## config.mk

```make
export PLATFORM = sky130hd
export DESIGN_NAME = int_sqrt_pipe
export DESIGN_NICKNAME = d
export VERILOG_FILES = /design/src/rtl/int_sqrt_pipe.sv
export SDC_FILE = /design/constraint.sdc
export NUM_CORES = 1
export LEC_CHECK = 0
export ABC_AREA = 1
export BUFFER_PORTS_ARGS = -buffer_cell sky130_fd_sc_hd__buf_2
export CAP_MARGIN = 20
export CORE_AREA = 2 2 211 151
export CTS_CLUSTER_SIZE = 40
export DETAILED_ROUTE_END_ITERATION = 10
export DIE_AREA = 0 0 213 153
export GPL_TIMING_DRIVEN = 0
export PLACE_DENSITY = 0.57
export SYNTH_ARGS = -nofsm -noshare
export SYNTH_HDL_FRONTEND = slang
export SYNTH_SLANG_ARGS = --single-unit
```

## constraint.sdc

```tcl
create_clock -name clk -period 12.6 [get_ports clk]
set_input_delay 2.52 -clock clk [delete_from_list [all_inputs] [get_ports clk]]
set_output_delay 2.52 -clock clk [all_outputs]
set_load 0.1 [all_outputs]
```

## src/rtl/int_sqrt_pipe.sv

```systemverilog
// Pipelined floor(sqrt(a)): one root bit resolved per stage, MSB first.
// Restoring digit-by-digit algorithm; one operand in, one result out per clock.
module int_sqrt_pipe #(
  parameter int WIDTH = 20
) (
  input  logic                     clk,
  input  logic                     reset,
  input  logic                     valid_in,
  input  logic [WIDTH-1:0]         a,
  output logic                     valid_out,
  output logic [(WIDTH+1)/2-1:0]   root
);

  localparam int RW   = (WIDTH + 1) / 2;
  localparam int LAT  = RW;
  localparam int AW   = 2 * RW;
  localparam int REMW = RW + 2;
  localparam int TW   = RW + 4;

  logic            vld_q [LAT];
  logic            vld_d [LAT];
  logic [AW-1:0]   rad_q [LAT];
  logic [AW-1:0]   rad_d [LAT];
  logic [REMW-1:0] rem_q [LAT];
  logic [REMW-1:0] rem_d [LAT];
  logic [RW-1:0]   rt_q  [LAT];
  logic [RW-1:0]   rt_d  [LAT];

  logic            valid_q, valid_d;
  logic [RW-1:0]   root_q, root_d;
  logic [TW-1:0]   trial, sub;

  always_comb begin
    vld_d   = vld_q;
    rad_d   = rad_q;
    rem_d   = rem_q;
    rt_d    = rt_q;
    trial   = '0;
    sub     = '0;
    valid_d = 1'b0;
    root_d  = root_q;

    // Rank 0 only captures the operand; odd widths gain a zero MSB here.
    vld_d[0] = valid_in;
    rad_d[0] = AW'(a);
    rem_d[0] = '0;
    rt_d[0]  = '0;

    for (int i = 1; i < LAT; i++) begin
      trial    = {rem_q[i-1], rad_q[i-1][AW-1 -: 2]};
      sub      = TW'({rt_q[i-1], 2'b01});
      vld_d[i] = vld_q[i-1];
      rad_d[i] = rad_q[i-1] << 2;
      if (trial >= sub) begin
        rem_d[i] = REMW'(trial - sub);
        rt_d[i]  = RW'({rt_q[i-1], 1'b1});
      end else begin
        rem_d[i] = REMW'(trial);
        rt_d[i]  = RW'({rt_q[i-1], 1'b0});
      end
    end

    // Last bit resolves straight into the output register.
    trial   = {rem_q[LAT-1], rad_q[LAT-1][AW-1 -: 2]};
    sub     = TW'({rt_q[LAT-1], 2'b01});
    valid_d = vld_q[LAT-1];
    if (vld_q[LAT-1]) begin
      root_d = RW'({rt_q[LAT-1], trial >= sub});
    end
  end

  always_ff @(posedge clk or posedge reset) begin
    if (reset) begin
      for (int i = 0; i < LAT; i++) begin
        vld_q[i] <= 1'b0;
        rad_q[i] <= '0;
        rem_q[i] <= '0;
        rt_q[i]  <= '0;
      end
      valid_q <= 1'b0;
      root_q  <= '0;
    end else begin
      vld_q   <= vld_d;
      rad_q   <= rad_d;
      rem_q   <= rem_d;
      rt_q    <= rt_d;
      valid_q <= valid_d;
      root_q  <= root_d;
    end
  end

  assign valid_out = valid_q;
  assign root      = root_q;

endmodule

```

==> Word-level counts from Yosys, hierarchy flattened <==
Cells that the tools add are included.
{ "totals": {"word_cells": 77, "in_bits": 23, "register_bits": 284} }
{ "op_classes": {"add_sub_neg": 9, "n_lt_le_gt_ge": 10, "muxes": 18} }
{ "op_table": {"columns": ["op", "count"], "rows": [
  ["$mux 12", 9],
  ["$ge 14x10->1", 1],
  ["$ge 14x11->1", 1],
  ["$ge 14x3->1", 1],
  ["$ge 14x4->1", 1],
  ["$ge 14x5->1", 1],
  ["$ge 14x6->1", 1],
  ["$ge 14x7->1", 1],
  ["$ge 14x8->1", 1],
  ["$ge 14x9->1", 1],
  ["$sub 12x10->12", 1],
  ["$sub 12x3->12", 1],
  ["$sub 12x4->12", 1],
  ["$sub 12x5->12", 1],
  ["$sub 12x6->12", 1],
  ["$sub 12x7->12", 1],
  ["$sub 12x8->12", 1],
  ["$sub 12x9->12", 1],
  ["$mux 1", 9],
  ["$sub 2x1->3 const B", 1],
  ["$ge 2x1->1 const B", 1]
]} }

==> Longest topological paths before layout <==
Gate-level depths: netlist of run 1.
{ "depth": {"ltp_word": 2, "mapped_depth": 12, "depth_no_buf": 12} }

==> Worst setup path before layout of run 1 <==
No wires, ideal clock.
{ "synth_timing": {"kind": "reg2out", "from": "reg root_q[0], in the netlist root[0]", "to": "out root[0]", "path_stages_with_launch": 1, "arrival_ns": 0.898, "required_time_ns": 10.080, "n_path_buf": 0, "slack_ns": 9.182, "path_cell_list": "dfrtp_1"} }
{ "synth_lines": {"columns": ["item", "line", "text"], "rows": [
  ["start, declared", "30", "logic [RW-1:0] root_q, root_d;"],
  ["start signal, assigned", "88", "root_q <= root_d;"],
  ["end, declared", "11", "output logic [(WIDTH+1)/2-1:0] root"]
]} }
No word-level cell between the ends.

==> Final worst setup path of run 1 <==
{ "layout_timing": {"from": "reg root_q[8], in the netlist root[8]", "to": "out root[8]"} }
No word-level cell between the ends.

==> key figures, run 1 <==
Outcome
  • Status: finished clean

STA
  • RSZ-0062 raised after global routing: no
  • Worst Tran Pin Value: 648.6 ps
  • Period Utilization, post-route: 30.49%
  • Post-layout min period: ~3800 ps
  • Worst clock skew: between 15 and 20 ps
  • Final Max Tran Viols: 0
  • Worst slew margin: between 50% and 60%
  • Final Hold Vio Count: 0
  • Final setup TNS: 0 ps
  • Endpoints failing setup: 0
  • Max frequency: around 0.26 GHz

Detailed routing
  • Routed WL per cell: between 10 and 15 um
  • DR DRC count: 0
  • Post-route ant nets: 0
  • Drt via density: ~4.5
  • First-pass DRT Iterations: 5
  • Initial drt markers: 638
  • Detailed-route via count: 8113
  • Post-Route WL: approximately 23 mm

Synth
  • Yosys reg bits: between 200 and 300
  • Yosys warns: 0
  • Synth Cell Area: 0.01202 sq mm
  • EDFF count, synth: 0
  • Avg Cell Area, Syn: approximately 9.2 sq um
  • Post-synth cell types: 39
  • Top FF cell, synth: dfrtp_1
  • Synth Net Count: 1395
  • Mapped Cells: 1309
  • Sequential area share after synthesis: 56.86%
  • Asr flop ratio synth: 100.0%

Setup path
  • Crit path buffers/inverters: 1
  • Critical path type: register to output pin
  • Top Family by Delay on Critical Path: buffers and inverters
  • CP max stage delay: approximately 430 ps
  • Worst endpoint required time: slightly above 10000 ps
  • Crit-path slowest cell: buf_2
  • Crit-path max FO: 2
  • Critical Path Source Type: register
  • Worst Path Arrival: roughly 1300 ps
  • Critical Path End Type: output pin
  • Sequence of cells on the critical path: buf_2

Placed design
  • Hpwl dp: around 17 mm
  • Placed cell area: 0.01277 sq mm
  • Placer Congestion: between 0.8 and 0.9
  • PortBufs: 33

Clock network
  • CTS tree: built
  • H-tree levels: 1
  • Post-CTS sizing: 0
  • Clock buffer depth: 3
  • Clock sink total: roughly 270
  • Reg clk slew, reported paths: about 60 ps
  • Clk_lat worst skew: 550 ps
  • Num CTS Buffers: 28
  • Root Driver: clkbuf_16
  • CTS Hold Buffers Added: 0
  • Post-CTS Setup Bufs: 0

Floorplan
  • Die area: roughly 0.033 sq mm
  • Row cnt: 54
  • Initial core utilization: about two fifths
  • Io pins: 34
  • Core area: roughly 0.031 sq mm
  • Die Y: 153 um
  • Die W: about 210 um

Layout
  • Share of post-route cells with drive strength above 1: between 10% and 20%
  • Most common cell after layout, fill and taps aside: nand2_1
  • Non-Filler Cell Area, Final: ~0.014 sq mm
  • Highest-count cells in the layout ignoring fill and taps: 374 x nand2_1, 273 x dfrtp_1, 209 x inv_1
  • # nets final: 1460
  • Fillers: roughly 2900
  • Synth-to-layout area growth: 14.66%

Global routing
  • Vias in the first global route: about 7600
  • Gr ovfl total: 0
  • Gr busiest metal: met1
  • Largest net degree at the start of global routing: approximately 110
  • Grt met3 use: 2.918%
  • Met1 usage: about 25%
  • All-Layer GR Usage: between 10% and 20%
  • Met2 Use GR: 19.16%
  • Antenna violations before repair: 0
  • Global-route wire length before repair: about 39 mm

Hold path
  • Hold Crit Class: register to register

Power and ir drop
  • Pwr/cell area: about 190 mW/mm^2
  • P_leak: 7.253 nW
  • Worst VDD drop: 111.1 uV

Job
  • MaxCap Viol Count: 0
==> metrics by stage <==
step	utilization [%]	setup slack [ps]	total power, mW	std cells	hold slack [ps]
global route	44.99	8705	2.729	1815	351.0
global placement	41.51	-191.3	1.694	1762	331.3
floorplan	-	2556	1.546	1309	331.2
detailed placement	41.72	9008	1.700	1764	334.7
finish	45.01	8759	2.556	1818	344.6
CTS	44.99	8728	2.587	1815	346.2
==> where the power goes <==
group	internal (mW)	total [mW]	switching [mW]
Clock	0.523	0.869	0.346
Combinational	0.201	0.599	0.399
Sequential	1.01	1.09	0.0770
Total	1.73	2.56	0.822
==> flip-flops by register name (all words and copies together), names as in the netlist <==
register and count:
rem_q 97, rt_q 45, valid_out 1, root 10
rad_q 20, rad_d 90, vld_d 9, valid_d 1
==> worst paths after layout <==
kind / end / start / cells past startpoint / slack [ps]
setup / recovery: root[8] / root[8]$_DFFE_PP0P_ / 1 / 8760
hold / removal: rad_d[59]$_DFF_PP0_ / rad_d[77]$_DFF_PP0_ / 0 / 340
setup reg to reg: rem_q[55]$_DFF_PP0_ / rem_q[60]$_DFF_PP0_ / 9 / 10420
hold reg to reg: rad_d[59]$_DFF_PP0_ / rad_d[77]$_DFF_PP0_ / 0 / 340
max in group asynchronous: rem_q[35]$_DFF_PP0_ / reset / 3 / 9640
min in group asynchronous: rad_d[162]$_DFF_PP0_ / reset / 2 / 2010
==> Yosys cell counts, types with 5 or more instances <==
master / count / share of area, %
nand2_1: 374 / 12
nand4_1: 14 / 0.73
ha_1: 63 / 6.6
xnor2_1: 8 / 0.58
inv_2: 6 / 0.19
nor2_1: 97 / 3.0
nand3_2: 6 / 0.50
o21ai_2: 5 / 0.36
nor3_1: 7 / 0.29
a21oi_1: 50 / 2.1
inv_1: 210 / 6.6
nand2_2: 15 / 0.78
nand3_1: 70 / 2.9
xor2_1: 25 / 1.8
nor2_2: 8 / 0.42
o21ai_0: 32 / 1.3
dfrtp_1: 273 / 57
nand3b_1: 12 / 0.75
==> cells by family after synthesis <==
group	Yosys count	share of synthesized area, %
XOR/XNOR	34	2.541
buffers and inverters	224	7.362
AO/OA/AOI/OAI	97	4.446
flip-flops	273	56.86
other	1	0.03121
AND/OR/NAND/NOR	617	22.20
adder cells (fa/ha/maj)	63	6.560
==> layout make-up <==
type                       instances  area (sq um)  share of cell area, %
antenna                            3         7.507                0.05449
tap                              420         525.5                  3.814
timing repair buffer              35         220.2                  1.598
inverter                         217         824.5                  5.985
multi-input combinational        812          4299                  31.21
clock inverter                    16         224.0                  1.626
clock buffer                      35         777.0                  5.640
sequential                       273          6832                  49.59
buffer                             7         67.56                 0.4904
==> per-layer routing <==
layer	share of wire, %	vias to the layer above
met5	0	-
met4	1.8	0
met3	5.8	25
met2	38	182
met1	55	3727
li1	-	4179
Power figures use the tool's default switching activity.
==> run 2, diff against run 1 <==
==> constraint.sdc (replaced) <==
create_clock -name clk -period 3.9 [get_ports clk]
set_input_delay 0.78 -clock clk [delete_from_list [all_inputs] [get_ports clk]]
set_output_delay 0.78 -clock clk [all_outputs]
set_load 0.1 [all_outputs]
==> key figures, run 2 (synthesis results as in run 1) <==
Outcome
  • Status: finished clean

STA
  • Period Utilization, post-route: a little over half
  • Endpoints failing setup: 0
  • Worst Tran Pin Value: slightly below 600 ps
  • Final Hold Vio Count: 0
  • Final Max Tran Viols: 0
  • RSZ-0062 raised after global routing: no
  • Worst slew margin: about three fifths
  • Max frequency: between 0.4 and 0.5 GHz
  • Final setup TNS: 0 ps
  • Fin worst setup slack: about 1800 ps
  • Worst clock skew: about 16 ps
  • Post-layout min period: ~2100 ps

Floorplan
  • Initial core utilization: 39.26%
  • Row cnt: 54
  • Core area: about 0.031 sq mm
  • Die area: about 0.033 sq mm
  • Die Y: approximately 150 um
  • Die W: around 210 um
  • Io pins: 34

Layout
  • Non-Filler Cell Area, Final: about 0.014 sq mm
  • Utilization after layout: a little under half
  • Fillers: between 2000 and 3000
  • Most common cell after layout, fill and taps aside: nand2_1
  • Max reg flops: 97
  • Highest-count cells in the layout ignoring fill and taps: 374 x nand2_1, 273 x dfrtp_1, 209 x inv_1
  • Antenna Cells: 0
  • Multi-input gate area: 0.004299 sq mm
  • Register area: slightly below 0.007 sq mm
  • Largest Register: rem_q
  • Share of post-route cells with drive strength above 1: between 10% and 20%
  • # nets final: around 1500
  • Layout Cells excl Fill: 1822
  • Synth-to-layout area growth: 16.94%

Global routing
  • Vias in the first global route: around 7700
  • Grt met3 use: about 2.2%
  • Antenna violations before repair: 0
  • All-Layer GR Usage: roughly 15%
  • Met2 Use GR: 19.82%
  • Largest net degree at the start of global routing: 44
  • Gr busiest metal: met1
  • Met1 usage: between 20% and 30%
  • Global-route wire length before repair: approximately 39 mm
  • Gr ovfl total: 0

Power and ir drop
  • Logic gate share of total power: between 20 and 25%
  • Clock network power share: between 30% and 40%
  • P_int: about 6.1 mW
  • Pwr/cell area: about 620 mW/mm^2
  • P_leak: between 7 and 8 nW
  • Reg power frac: between 40 and 50%
  • Net Switching: 2.647 mW
  • Sw frac: 30.38%
  • Worst VDD drop: ~340 uV

Setup path
  • RR Startpoint: rt_q[35]$_DFF_PP0_
  • Critical Path Source Type: register
  • Critical path type: register to output pin
  • Reg-to-Reg End: rem_q[31]$_DFF_PP0_
  • Worst Path Arrival: 1330 ps
  • Crit-path max FO: 2
  • Setup crit start: root[2]$_DFFE_PP0P_
  • Crit path buffers/inverters: 1
  • Worst endpoint required time: around 3100 ps
  • Crit-path slowest cell: buf_2
  • R2r setup slk: about 1900 ps
  • R2R cell count: 11
  • Top Family by Delay on Critical Path: buffers and inverters
  • Sequence of cells on the critical path: buf_2
  • Critical Path End Type: output pin
  • CP max stage delay: between 400 and 500 ps

Clock network
  • CTS tree: built
  • Post-CTS sizing: 0
  • Post-CTS Setup Bufs: 0
  • Clock sink total: 273
  • H-tree levels: 1
  • Num CTS Buffers: 28
  • Reg clk slew, reported paths: roughly 60 ps
  • Clk_lat worst skew: roughly 540 ps
  • Root Driver: clkbuf_16
  • Clock buffer depth: 3
  • CTS Hold Buffers Added: 0

Detailed routing
  • Routed WL per cell: roughly 13 um
  • First-pass DRT Iterations: 5
  • Post-Route WL: roughly 24 mm
  • Post-route ant nets: 0
  • Initial drt markers: around 600
  • Detailed-route via count: between 8000 and 9000
  • Drt via density: ~4.5
  • DR DRC count: 0

Placed design
  • Post-Place Cells: about 1800
  • PortBufs: 33
  • Placed cell area: between 0.01 and 0.015 sq mm
  • Dpl ws: 1874 ps
  • Placer Congestion: 0.8823
  • Hpwl dp: 18.03 mm

Hold path
  • Hold Crit Class: input port to async pin

Job
  • MaxCap Viol Count: 0
[run 2: changes by cell type in the layout (fill, tap and decap cells not counted)]
cell       previous run  this run
buf_12                0         7
bufinv_16             4        11
diode_2               3         0
clkbuf_1              4         2
buf_16                2         1
clkinv_2              5         4
clkinv_4              2         1
inv_6                 1         0
inv_8                 1         0
[run 2: power by group through the flow]
stage,logic (mW),registers (mW),clock network (mW)
global route,2.23,3.57,3.48
CTS,1.95,3.52,3.35
floorplan,1.42,3.58,0
detailed placement,1.94,3.57,0
finish,1.95,3.51,3.25
global placement,1.90,3.57,0
[run 2: metal layers]
layer | up-vias | part of all wire (%)
met1 | 3737 | 54
li1 | 4200 | -
met5 | - | 0
met2 | 193 | 38
met4 | 0 | 1.9
met3 | 30 | 5.6
[run 2: how the worst max path moves through the flow]
stage / endpoint / slack (ps) / cells after the start
CTS: root[2] / 1770 / 1
global route: rem_q[31]$_DFF_PP0_ / 1710 / 11
finish: root[2] / 1790 / 1
floorplan: rad_d[108]$_DFF_PP0_ / -490 / 1
detailed placement: rem_q[31]$_DFF_PP0_ / 1870 / 11
global placement: rad_d[162]$_DFF_PP0_ / -2070 / 2
[run 2: area by class of cell]
class	count	area share [%]
multi-input combinational	812	30.60
sequential	273	48.62
timing repair buffer	41	2.369
clock inverter	19	2.876
clock buffer	33	5.476
tap	420	3.740
buffer	7	0.4809
inverter	217	5.841
[run 2: through the flow]
stage | hold WS [ps] | power, mW
after floorplan | 331.2 | 4.994
after global placement | 331.2 | 5.468
after detailed placement | 334.7 | 5.508
after CTS | 269.1 | 8.822
after global routing | 297.3 | 9.284
final | 291.3 | 8.715
==> run 3, diff against run 2 <==
==> config.mk (replaced) <==
export PLATFORM = sky130hd
export DESIGN_NAME = int_sqrt_pipe
export DESIGN_NICKNAME = d
export VERILOG_FILES = /design/src/rtl/int_sqrt_pipe.sv
export SDC_FILE = /design/constraint.sdc
export NUM_CORES = 1
export LEC_CHECK = 0
export ABC_AREA = 0
export BUFFER_PORTS_ARGS = -buffer_cell sky130_fd_sc_hd__buf_2
export CAP_MARGIN = 20
export CORE_AREA = 2 2 201 143
export CTS_CLUSTER_SIZE = 40
export DETAILED_ROUTE_END_ITERATION = 10
export DIE_AREA = 0 0 203 145
export GPL_TIMING_DRIVEN = 0
export PLACE_DENSITY = 0.59
export SYNTH_ARGS = -nofsm -noshare
export SYNTH_HDL_FRONTEND = slang
export SYNTH_SLANG_ARGS = --single-unit
==> constraint.sdc (replaced) <==
create_clock -name clk -period 1.9 [get_ports clk]
set_input_delay 0.38 -clock clk [delete_from_list [all_inputs] [get_ports clk]]
set_output_delay 0.38 -clock clk [all_outputs]
set_load 0.1 [all_outputs]
==> key figures, run 3 <==
Setup path
  • Sequence of cells on the critical path: inv_2 -> ha_4 -> nand2b_4 -> a211o_4 -> a211oi_4 -> or2_1 -> buf_6 -> mux2_4
  • CP max stage delay: 430 ps
  • Crit-path slowest cell: dfrtp_2
  • Worst endpoint required time: around 2300 ps
  • R2r setup slk: -210 ps
  • Top Family by Delay on Critical Path: compound AO/OA/AOI/OAI gates
  • Critical Path End Type: register
  • Worst Path Arrival: about 2500 ps
  • Critical path type: register to register
  • Critical Path Source Type: register
  • Crit-path max FO: 5
  • Crit path buffers/inverters: 2

Clock network
  • H-tree levels: 1
  • CTS tree: built
  • Num CTS Buffers: 27
  • Clk_lat worst skew: around 550 ps
  • Clock sink total: about 270
  • Reg clk slew, reported paths: 60 ps
  • Root Driver: clkbuf_16
  • Clock buffer depth: 3

Placed design
  • PortBufs: 33
  • Hpwl dp: 13.25 mm
  • Placer Congestion: roughly 0.79

Outcome
  • Status: finished with violations
  • Failing checks: setup timing

Layout
  • Highest-count cells in the layout ignoring fill and taps: 267 x dfrtp_1, 85 x buf_4, 61 x inv_1
  • Fillers: approximately 2300
  • Most common cell after layout, fill and taps aside: dfrtp_1
  • Synth-to-layout area growth: 35.77%
  • Max reg flops: between 90 and 100
  • Antenna Cells: 0
  • Share of post-route cells with drive strength above 1: between 30% and 40%
  • # nets final: 1113
  • Largest Register: rem_q

STA
  • Fin worst setup slack: -206.4 ps
  • Worst Tran Pin Value: 551.3 ps
  • Worst clock skew: 23.16 ps
  • Final Hold Vio Count: 0
  • Post-layout min period: 2106 ps
  • Max frequency: between 0.4 and 0.5 GHz
  • Period Utilization, post-route: 110.9%
  • RSZ-0062 raised after global routing: yes
  • Final Max Tran Viols: 0
  • Endpoints failing setup: a little over 50
  • Worst slew margin: between 60% and 70%
  • Final Hold Slack: around 340 ps

Synth
  • Yosys top cell area share: 62.82%
  • Sequential area share after synthesis: 62.82%
  • Avg Cell Area, Syn: approximately 13 sq um
  • Top-count cell post-synth: dfrtp_1
  • Synth Net Count: between 900 and 1000
  • Area leader, netlist: dfrtp_1
  • Post-synth cell types: 75
  • Top FF cell, synth: dfrtp_1
  • Yosys warns: 0
  • EDFF count, synth: 0
  • Ranking of synthesized cells by area: dfrtp_1 63%, ha_1 7.2%, xnor2_1 3.1%
  • Asr flop ratio synth: 100.0%
  • Yosys reg bits: approximately 270
  • Mapped Cells: between 800 and 900
  • Synth Cell Area: ~0.011 sq mm
  • Top post-synthesis cells by count: 273 x dfrtp_1, 73 x inv_1, 63 x ha_1

Floorplan
  • Core area: 0.02750 sq mm
  • Row cnt: between 50 and 60
  • Die W: slightly above 200 um
  • Die area: slightly below 0.03 sq mm
  • Die Y: between 100 and 150 um
  • Initial core utilization: ~40%
  • Io pins: 34

Global routing
  • Vias in the first global route: 7128
  • Largest net degree at the start of global routing: 44
  • Antenna violations before repair: 0
  • All-Layer GR Usage: 14.53%
  • Global-route wire length before repair: 34.91 mm
  • Gr ovfl total: 0

Detailed routing
  • Post-route ant nets: 0
  • Routed WL per cell: between 15 and 20 um
  • Initial drt markers: 241
  • Detailed-route via count: ~6900
  • Drt via density: ~4.8
  • DR DRC count: 0
  • First-pass DRT Iterations: 4
  • Post-Route WL: about 21 mm

Power and ir drop
  • Pwr/cell area: between 1000 and 1500 mW/mm^2
  • Clock network power share: 34.6%
  • Worst VDD drop: 667.7 uV
  • Sw frac: 28.06%
  • P_int: between 10 and 15 mW
  • Logic gate share of total power: 22.9%
  • Reg power frac: 42.5%
  • P_leak: 6.642 nW
  • Net Switching: about 4.8 mW
  • Total Power: ~17 mW

Hold path
  • Hold Crit Class: register to register

Job
  • MaxCap Viol Count: 0
==> run 3: through the flow <==
step                      setup slack [ps]  util (%)  TNS, ps  instance area, sq um  std cells
after floorplan                      -2089         -  -572030                 11040        836
after global placement               -3611     42.42  -995710                 11670       1240
after detailed placement            -488.6     42.93   -17510                 11810       1247
after CTS                           -164.2     51.31    -3861                 14110       1384
after global routing                -244.4     53.68    -8152                 14760       1417
final                               -206.4     53.68    -4404                 14760       1417
==> run 3: cell type report <==
type	count	area [sq um]	share of cell area, %
Buffer	4	30.03	0.2034
Tap cell	371	464.2	3.144
Timing Repair Buffer	164	1356	9.186
Clock inverter	18	307.8	2.085
Inverter	77	305.3	2.068
Sequential cell	273	6839	46.32
Clock buffer	30	696.9	4.720
Multi-Input combinational cell	480	4765	32.27
==> run 3: final timing paths <==
path / endpoint / startpoint / depth (start not counted)
hold reg to reg: rad_d[116]$_DFF_PP0_ / rad_d[134]$_DFF_PP0_ / 0
min in group asynchronous: rad_q[38]$_DFF_PP0_ / reset / 3
max in group asynchronous: rt_q[52]$_DFF_PP0_ / reset / 7
setup reg to reg: rem_q[38]$_DFF_PP0_ / rad_q[98]$_DFF_PP0_ / 8
hold / removal: rad_d[116]$_DFF_PP0_ / rad_d[134]$_DFF_PP0_ / 0
setup / recovery: rem_q[38]$_DFF_PP0_ / rad_q[98]$_DFF_PP0_ / 8
==> run 3: power groups by stage <==
stage | Combinational [mW] | Sequential (mW) | Clock [mW]
finish | 3.96 | 7.33 | 5.98
global route | 4.31 | 7.43 | 6.42
CTS | 3.47 | 7.29 | 6.15
detailed placement | 2.84 | 7.32 | 0
global placement | 2.77 | 7.31 | 0
floorplan | 2.12 | 7.32 | 0
==> run 3: cell families (layout without fill, tap and decap cells) <==
logic type               after synthesis  in the layout  synth area share, %
buffers and inverters                 84            293                2.946
adder cells (fa/ha/maj)               63             63                7.249
XOR/XNOR                              62             62                4.994
other                                  1              1              0.03449
flip-flops                           273            273                62.82
AND/OR/NAND/NOR                      166            167                8.687
AO/OA/AOI/OAI                        158            158                10.29
multiplexers                          29             29                2.980
==> run 3: layer usage <==
| metal | up-vias | routed length [um] | global-route usage (%) |
|---|---|---|---|
| li1 | 3295 | - | - |
| met1 | 3437 | 9909 | 20.09 |
| met2 | 92 | 10300 | 23.42 |
| met3 | 37 | 618 | 2.628 |
| met4 | 0 | 528 | 4.380 |
| met5 | - | 0 | 0 |
==> run 3: timing repair <==
item                                    in CTS  in global routing
endpoints found under the setup margin      94                 93
hold endpoints to repair                    34                  0
gates cloned                                 1                  1
hold buffers                                22                  0
gates resized for setup                    101                 87
pin swaps                                   45                 59
buffers inserted                            69                 34
